<file path="src/rtl/alu_mc.sv">
// alu_mc: multi-cycle ALU with start/ready/done handshake.
// Single-cycle ops finish in one cycle; MUL/DIVU iterate one bit per cycle.
module alu_mc #(
  parameter int WIDTH = 32,
  parameter int SHW   = $clog2(WIDTH)
) (
  input  logic             clk_i,
  input  logic             rst_i,
  input  logic             start_i,
  input  logic [3:0]       ctrl_i,
  input  logic [WIDTH-1:0] src1_i,
  input  logic [WIDTH-1:0] src2_i,
  output logic             ready_o,
  output logic             done_o,
  output logic [WIDTH-1:0] result_o,
  output logic [WIDTH-1:0] result_hi_o,
  output logic             zero_o,
  output logic             ovf_o
);

  localparam int CW = $clog2(WIDTH) + 1;

  localparam logic [3:0] OP_AND  = 4'd0;
  localparam logic [3:0] OP_OR   = 4'd1;
  localparam logic [3:0] OP_ADD  = 4'd2;
  localparam logic [3:0] OP_SRA  = 4'd3;
  localparam logic [3:0] OP_SEQ  = 4'd4;
  localparam logic [3:0] OP_SLTU = 4'd5;
  localparam logic [3:0] OP_SUB  = 4'd6;
  localparam logic [3:0] OP_SLT  = 4'd7;
  localparam logic [3:0] OP_XOR  = 4'd8;
  localparam logic [3:0] OP_SRL  = 4'd9;
  localparam logic [3:0] OP_SNE  = 4'd10;
  localparam logic [3:0] OP_SLL  = 4'd11;
  localparam logic [3:0] OP_MUL  = 4'd12;
  localparam logic [3:0] OP_DIVU = 4'd13;
  localparam logic [3:0] OP_LUI  = 4'd14;
  localparam logic [3:0] OP_NOR  = 4'd15;

  typedef enum logic [1:0] {
    IDLE,
    MUL,
    DIV,
    DONE
  } state_t;

  state_t           state;
  logic [CW-1:0]    cnt;
  logic [WIDTH-1:0] b_q;
  logic [WIDTH-1:0] hi_q;
  logic [WIDTH-1:0] lo_q;

  logic [WIDTH-1:0] sum;
  logic [WIDTH-1:0] diff;
  logic [SHW-1:0]   shamt;
  logic [WIDTH-1:0] sc_res;
  logic             sc_ovf;

  logic [WIDTH:0]   mul_sum;
  logic [WIDTH-1:0] mul_hi_n;
  logic [WIDTH-1:0] mul_lo_n;

  logic [WIDTH:0]   div_r;
  logic [WIDTH:0]   div_sub;
  logic             div_ge;
  logic [WIDTH-1:0] div_hi_n;
  logic [WIDTH-1:0] div_lo_n;

  logic             last;

  assign ready_o = (state == IDLE) || (state == DONE);
  assign last    = (cnt == CW'(1));

  assign sum   = src1_i + src2_i;
  assign diff  = src1_i - src2_i;
  assign shamt = src2_i[SHW-1:0];

  always_comb begin
    sc_res = '0;
    sc_ovf = 1'b0;
    unique case (ctrl_i)
      OP_AND:  sc_res = src1_i & src2_i;
      OP_OR:   sc_res = src1_i | src2_i;
      OP_ADD: begin
        sc_res = sum;
        sc_ovf = (src1_i[WIDTH-1] == src2_i[WIDTH-1]) &&
                 (sum[WIDTH-1] != src1_i[WIDTH-1]);
      end
      OP_SRA:  sc_res = WIDTH'($signed(src1_i) >>> shamt);
      OP_SEQ:  sc_res = WIDTH'(src1_i == src2_i);
      OP_SLTU: sc_res = WIDTH'(src1_i < src2_i);
      OP_SUB: begin
        sc_res = diff;
        sc_ovf = (src1_i[WIDTH-1] != src2_i[WIDTH-1]) &&
                 (diff[WIDTH-1] != src1_i[WIDTH-1]);
      end
      OP_SLT:  sc_res = WIDTH'($signed(src1_i) < $signed(src2_i));
      OP_XOR:  sc_res = src1_i ^ src2_i;
      OP_SRL:  sc_res = src1_i >> shamt;
      OP_SNE:  sc_res = WIDTH'(src1_i != src2_i);
      OP_SLL:  sc_res = src1_i << shamt;
      OP_LUI:  sc_res = src2_i << (WIDTH / 2);
      OP_NOR:  sc_res = ~(src1_i | src2_i);
      default: sc_res = '0;
    endcase
  end

  // Shift-add: hi_q accumulates, lo_q holds the unconsumed multiplier bits.
  always_comb begin
    mul_sum  = {1'b0, hi_q} + (lo_q[0] ? {1'b0, b_q} : '0);
    mul_hi_n = mul_sum[WIDTH:1];
    mul_lo_n = {mul_sum[0], lo_q[WIDTH-1:1]};
  end

  // Restoring divide: hi_q is the partial remainder, lo_q shifts
  // dividend bits out and quotient bits in. A zero divisor naturally
  // yields all-ones quotient and remainder equal to the dividend.
  always_comb begin
    div_r    = {hi_q, lo_q[WIDTH-1]};
    div_sub  = div_r - {1'b0, b_q};
    div_ge   = (div_r >= {1'b0, b_q});
    div_hi_n = div_ge ? div_sub[WIDTH-1:0] : div_r[WIDTH-1:0];
    div_lo_n = {lo_q[WIDTH-2:0], div_ge};
  end

  always_ff @(posedge clk_i) begin
    if (rst_i) begin
      state       <= IDLE;
      cnt         <= '0;
      b_q         <= '0;
      hi_q        <= '0;
      lo_q        <= '0;
      done_o      <= 1'b0;
      result_o    <= '0;
      result_hi_o <= '0;
      zero_o      <= 1'b1;
      ovf_o       <= 1'b0;
    end else begin
      done_o <= 1'b0;
      unique case (state)
        IDLE, DONE: begin
          if (start_i) begin
            b_q <= src2_i;
            if (ctrl_i == OP_MUL) begin
              state <= MUL;
              hi_q  <= '0;
              lo_q  <= src1_i;
              cnt   <= CW'(WIDTH);
            end else if (ctrl_i == OP_DIVU) begin
              state <= DIV;
              hi_q  <= '0;
              lo_q  <= src1_i;
              cnt   <= CW'(WIDTH);
            end else begin
              state       <= DONE;
              done_o      <= 1'b1;
              result_o    <= sc_res;
              result_hi_o <= '0;
              zero_o      <= (sc_res == '0);
              ovf_o       <= sc_ovf;
            end
          end else begin
            state <= IDLE;
          end
        end
        MUL: begin
          hi_q <= mul_hi_n;
          lo_q <= mul_lo_n;
          cnt  <= cnt - CW'(1);
          if (last) begin
            state       <= DONE;
            done_o      <= 1'b1;
            result_o    <= mul_lo_n;
            result_hi_o <= mul_hi_n;
            zero_o      <= (mul_lo_n == '0);
            ovf_o       <= 1'b0;
          end
        end
        DIV: begin
          hi_q <= div_hi_n;
          lo_q <= div_lo_n;
          cnt  <= cnt - CW'(1);
          if (last) begin
            state       <= DONE;
            done_o      <= 1'b1;
            result_o    <= div_lo_n;
            result_hi_o <= div_hi_n;
            zero_o      <= (div_lo_n == '0);
            ovf_o       <= 1'b0;
          end
        end
        default: state <= IDLE;
      endcase
    end
  end

endmodule

</file>
<file path="config.mk">
export PLATFORM = sky130hd
export DESIGN_NAME = alu_mc
export DESIGN_NICKNAME = d
export VERILOG_FILES = /design/src/rtl/alu_mc.sv
export SDC_FILE = /design/constraint.sdc
export NUM_CORES = 1
export LEC_CHECK = 0
export BUFFER_PORTS_ARGS = -buffer_cell sky130_fd_sc_hd__buf_2
export CAP_MARGIN = 20
export CORE_AREA = 2 2 211 213
export DETAILED_ROUTE_END_ITERATION = 10
export DIE_AREA = 0 0 213 215
export HOLD_SLACK_MARGIN = 0.06
export PLACE_DENSITY = 0.69
export SYNTH_ARGS = -nofsm -noshare
export SYNTH_HDL_FRONTEND = slang
export SYNTH_SLANG_ARGS = --single-unit
export TNS_END_PERCENT = 100
</file>
<file path="constraint.sdc">
create_clock -name clk_i -period 9.3 [get_ports clk_i]
set_input_delay 0.93 -clock clk_i [delete_from_list [all_inputs] [get_ports clk_i]]
set_output_delay 0.93 -clock clk_i [all_outputs]
set_load 0.01 [all_outputs]
</file>
Word-level counts from Yosys, hierarchy flattened --
Cells that the tools add are included.
Storage, ports and cells: input port bits 71, output and inout bits 68, logic and storage cells 120, register bits 171
Operators by class: magnitude comparators 3, $add $sub $neg 5, muxes and demuxes 49, reductions and logical operators 14, shift operators 3, eq/ne operators 32, bitwise gates (word level) 4
Operators by type and width (number):
- $mux W32 | 18
- $pmux W32 S14 | 1
- $pmux W32 S3 | 4
- $logic_not A32 Y1 | 3
- $lt A32 B32 Y1 | 2
- $sub A32 B32 Y32 | 2
- $add A32 B32 Y33 | 1
- $ge A33 B32 Y1 | 1
- $add A32 B32 Y32 | 1
- $and A32 B32 Y32 | 1
- $eq A32 B32 Y1 | 1
- $eq A4 B4 Y1 const B | 8
- $ne A32 B32 Y1 | 1
- $not A32 Y32 | 1
- $or A32 B32 Y32 | 1
- $shl A32 B5 Y32 | 1
- $shr A32 B5 Y32 | 1
- $sshr A32 B5 Y32 | 1
- $xor A32 B32 Y32 | 1
- $mux W6 | 3
- $eq A4 B3 Y1 const B | 4
- $mux W1 | 14
- $pmux W6 S2 | 1
- $ne A2 B2 Y1 const B | 5
- other kinds (22) | 33

Longest topological paths before layout --
word-level depth 8, mapped depth 18, depth with buffers taken out 15

Worst setup path before layout --
No wires, ideal clock.
kind input port to flip-flop, start in src2_i[3], end reg zero_o, library setup time 0.059 ns, arrival 5.130 ns, path buffers 5, stages on the path 18, path slack 4.111 ns, data required time 9.241 ns, path through buf_2 -> clkinv_1 -> buf_1 -> buf_2 -> buf_1 -> ha_1 -> clkbuf_1 -> nor2b_1 -> a211o_1 -> a2111oi_0 -> nor4_1 -> o221a_2 -> o21ai_0 -> o21ba_2 -> o21ai_0 -> or4_1 -> nor4_1 -> a31o_1
On the way: longest elaborated chain between the ends 8, elaborated cells on any way between the ends 19, classes of those cells add/sub (2); order compare (2); eq/ne (2); shift (3); mux (5); bitwise (4); reduce/logical (1)
RTL lines:
- start, declared | line 12 | input logic [WIDTH-1:0] src2_i,
- parallel branches: the longest is 2 deep, another holds $sub A32 B32 Y32
- $pmux W32 S14 * | line 81 | unique case (ctrl_i)
- $logic_not A32 Y1 * | line 159 | zero_o <= (sc_res == '0);
- $mux W1 * | line 149 | end else if (ctrl_i == OP_DIVU) begin
- $mux W1 * | line 144 | if (ctrl_i == OP_MUL) begin
- $mux W1 * | line 142 | if (start_i) begin
- $pmux W1 S3 * | line 140 | unique case (state)
- end signal, assigned | line 159
- end signal, assigned | line 175 | zero_o <= (mul_lo_n == '0);
- end signal, assigned | line 188 | zero_o <= (div_lo_n == '0);
- end, declared | line 17 | output logic zero_o,
Every way passes the cells marked *. The select of a mux whose other input is x is not followed. A chain may end at the register's enable or synchronous reset.

Worst setup path in the final report --
start in src2_i[1], end reg zero_o
Same word-level chain as after synthesis.

==> flow_summary.yaml <==
status:
  result_of_the_run: "finished, final reports clean"
worst_setup_path:
  crit_fanout: 64
  crit_slowest_cell: "a2111oi_0"
  timing.critical_path.to_type: "flop"
  timing.critical_path.slowest_cell_delay_ns: 1.05
  reg2reg_to: "hi_q[29]$_SDFFE_PP0P_"
  crit_path_cell_trace: "buf_4 -> buf_4 -> nor2_1 -> a32o_1 -> a211oi_1 -> o221ai_1 -> a2111oi_0 -> buf_4 -> o21ai_0 -> buf_4 -> nor3b_1 -> nand4b_1 -> nor4_1 -> a31o_1"
  startpoint_type: "input pin"
  timing.reg2reg.worst_path_depth: 15
  crit_type: "in -> reg"
  timing.critical_path.mode_cell: "buf_4"
  critical_path_arrival_ns: 6.77
  r2r_setup_slack_ns: 4.04
  worstPathRequired_ns: 9.73
  regToRegStartpoint: "lo_q[0]$_SDFFE_PP0P_"
finish:
  finalNonFillerCells: 3539
  proportion_of_layout_cells_with_a_drive_suffix_above_1_pct: 12.56
  post-route-util_pct: 52.80
  final_cell_area_um2: 23040
  design.final.nets: 3174
  final.fill_count: 4293
  layout-area-overhead-vs-synth_pct: 7.432
sta:
  hold_slack_ns: 0.4510
  tightestPinTransition_ns: 1.379
  hold_viol_final: 0
  slew-limit-headroom_pct: 6.870
  grt_setup_unrepaired: "false"
  finalSetupViolations: 0
  final_period_minus_worst_setup_slack_ns: 6.344
  finClkSkew_ns: 0.01395
  period_share_pct: 68.22
  finalMaxSlewViolations: 0
  max_freq_mhz: 157.6
  fin_tns_setup_ns: 0
cts:
  tritoncts: "built"
  cts_hold_buf: 0
  cts_num_sinks: 171
  cts.path.max_buffers: 2
  clk_pin_slew_worst_paths_ns: 0.07
  cts_post_setup_buffers_inserted: 0
  ctsHtreeMaxLevel: 4
  cts_buffers: 17
  number_of_gates_given_a_new_drive_strength_after_cts: 0
  insertion_delay_ns: 0.48
  clockRootBuffer: "clkbuf_16"
min_path:
  hold_path.startpoint: "result_hi_o[16]$_SDFFE_PP0P_"
  hold_class: "reg -> reg"
  min_path_cells: 2
  hold-path-endpoint: "result_hi_o[16]$_SDFFE_PP0P_"
synthesis:
  synthTopCellsByArea: "dfxtp_1 16%, ha_1 9.7%, a21oi_1 6.0%, mux4_2 5.9%, nand2_1 5.7%"
  netlist_top_cells_count: "327 x nand2_1, 318 x nor2_1, 258 x a21oi_1"
  synth-warning-count: 0
  yosysTopAreaCellShare_pct: 15.96
  synth-async-reset-ratio_pct: 0
  post-synth-top-count-cell: "nand2_1"
  synth_area_leader_cell: "dfxtp_1"
  syn_inst: 2953
  post_synthesis_sequential_area_ratio_pct: 15.96
  post_synth_instance_area_um2: 21450
  synth-main-ff-cell: "dfxtp_1"
  synth-edff-count: 0
  synthesis.nets: 3194
  distinct_cells_synth: 87
  yosys_reg_bits: 171
  avgSynthCellArea_um2: 7.264
routing:
  detail_route.wl_per_cell_um: 30.33
  vias_per_cell: 7.126
  detailedRoute.firstIterationViolations: 3794
  drc: 0
  dr_total_vias: 25220
  first_pass_iters: 7
  drt-total-wl_um: 107300
  antenna_left: 0
floorplan:
  fp-row-count: 77
  design.portCount: 139
  die_h_um: 215
  starting_utilization_of_the_core_area_pct: 49.15
  floorplan.core_area_um2: 43640
  die_w_um: 213
  dieArea_um2: 45800
power:
  leakagePower_nw: 9.452
  power_per_cell_area_nw_per_um2: 206.5
  ir_worst_vdd_uv: 267.4
placed_design:
  numPortBuffers: 138
  placement.cell_area_um2: 22370
  routabilityCongestion: 1.105
  dp.cells: 3502
  place_hpwl_um: 79270
grt:
  grt_pass1_vias: 23550
  grt_pass1_wl_um: 155800
  antenna_violations_before_repair: 3
  global_route.overflow_total: 0
  groute.usage.overall_pct: 45.83
  grt_start_max_net_pins: 81
run:
  maxCapViolCount: 0
==> cells in the final DEF (no fill, tap or decap), drive strengths merged, types with 34 or more instances in the layout <==
cell type,n
mux2i,86
buf,192
a211oi,56
o21ai,170
inv,162
nand2,327
mux2,37
mux4,56
nor3,78
a22oi,69
ha,166
a21oi,258
nand3,57
a221oi,55
a21o,43
xnor2,34
nor2b,35
dfxtp,171
nor2,318
==> critical path, delay by kind of cell <==
kind | cells | cell delay (ns)
buffers and inverters | 4 | 1.93
AO/OA/AOI/OAI | 6 | 2.91
AND/OR/NAND/NOR | 4 | 0.90
==> registers in the layout, summed over array words and instances (netlist names) <==
| name | cells |
|---|---|
| result_o | 32 |
| lo_q | 32 |
| result_hi_o | 32 |
| zero_o | 1 |
| ovf_o | 1 |
| cnt | 6 |
| b_q | 32 |
| state | 2 |
| done_o | 1 |
| hi_q | 32 |
==> through the flow <==
step | total power, mW | worst slack (ns)
2_1_floorplan | 2.942 | 4.111
3_3_place_gp | 3.825 | 2.776
3_5_place_dp | 3.859 | 2.816
4_1_cts | 4.604 | 3.298
5_1_grt | 5.001 | 2.747
6_report | 4.759 | 2.956
==> report_power, final <==
group          total, mW  switching (mW)  leakage, nW  internal, mW
Combinational       3.04            2.07         7.77         0.973
Clock              0.736           0.351        0.293         0.385
Sequential         0.981           0.111         1.39         0.870
Total               4.76            2.53         9.45          2.23
==> worst max path at each step <==
stage	start	to	slack, ns	cells past startpoint
after floorplan	src2_i[3]	zero_o$_SDFFE_PP1P_	4.11	18
after CTS	src2_i[1]	zero_o$_SDFFE_PP1P_	3.30	14
after detailed placement	src2_i[1]	zero_o$_SDFFE_PP1P_	2.82	13
final	src2_i[1]	zero_o$_SDFFE_PP1P_	2.96	14
after global routing	src2_i[1]	zero_o$_SDFFE_PP1P_	2.75	13
after global placement	src2_i[1]	zero_o$_SDFFE_PP1P_	2.78	13
==> logic make-up (layout without fill, tap and decap cells) <==
family / Yosys count / in the layout / share of synthesized area [%]
buffers and inverters: 389 / 382 / 7.350
xor gates and xnor gates: 60 / 60 / 2.450
AOI/OAI and AO/OA: 969 / 969 / 30.36
DFF: 171 / 171 / 15.96
adders and majority gates: 170 / 170 / 10.06
other: 0 / 1 / 0
and+or+nand+nor: 1015 / 1015 / 21.96
muxes: 179 / 179 / 11.87
==> metal layers <==
metal	wire length (um)	GRT usage [%]
met3	12340	11.60
met4	9873	34.31
met5	34	0
met1	39090	55.90
met2	45990	69.19
==> final cells by class <==
| cell class | instances | area [um^2] | area share, % |
|---|---|---|---|
| Antenna cell | 1 | 2.502 | 0.01086 |
| Clock buffer | 18 | 429.2 | 1.862 |
| Clock inverter | 14 | 173.9 | 0.7547 |
| Inverter | 158 | 593.1 | 2.574 |
| Multi-Input combinational cell | 2393 | 16530 | 71.75 |
| Sequential cell | 171 | 3423 | 14.86 |
| Tap cell | 592 | 740.7 | 3.214 |
| Timing Repair Buffer | 192 | 1146 | 4.974 |
(Power assumes the default switching activity.)
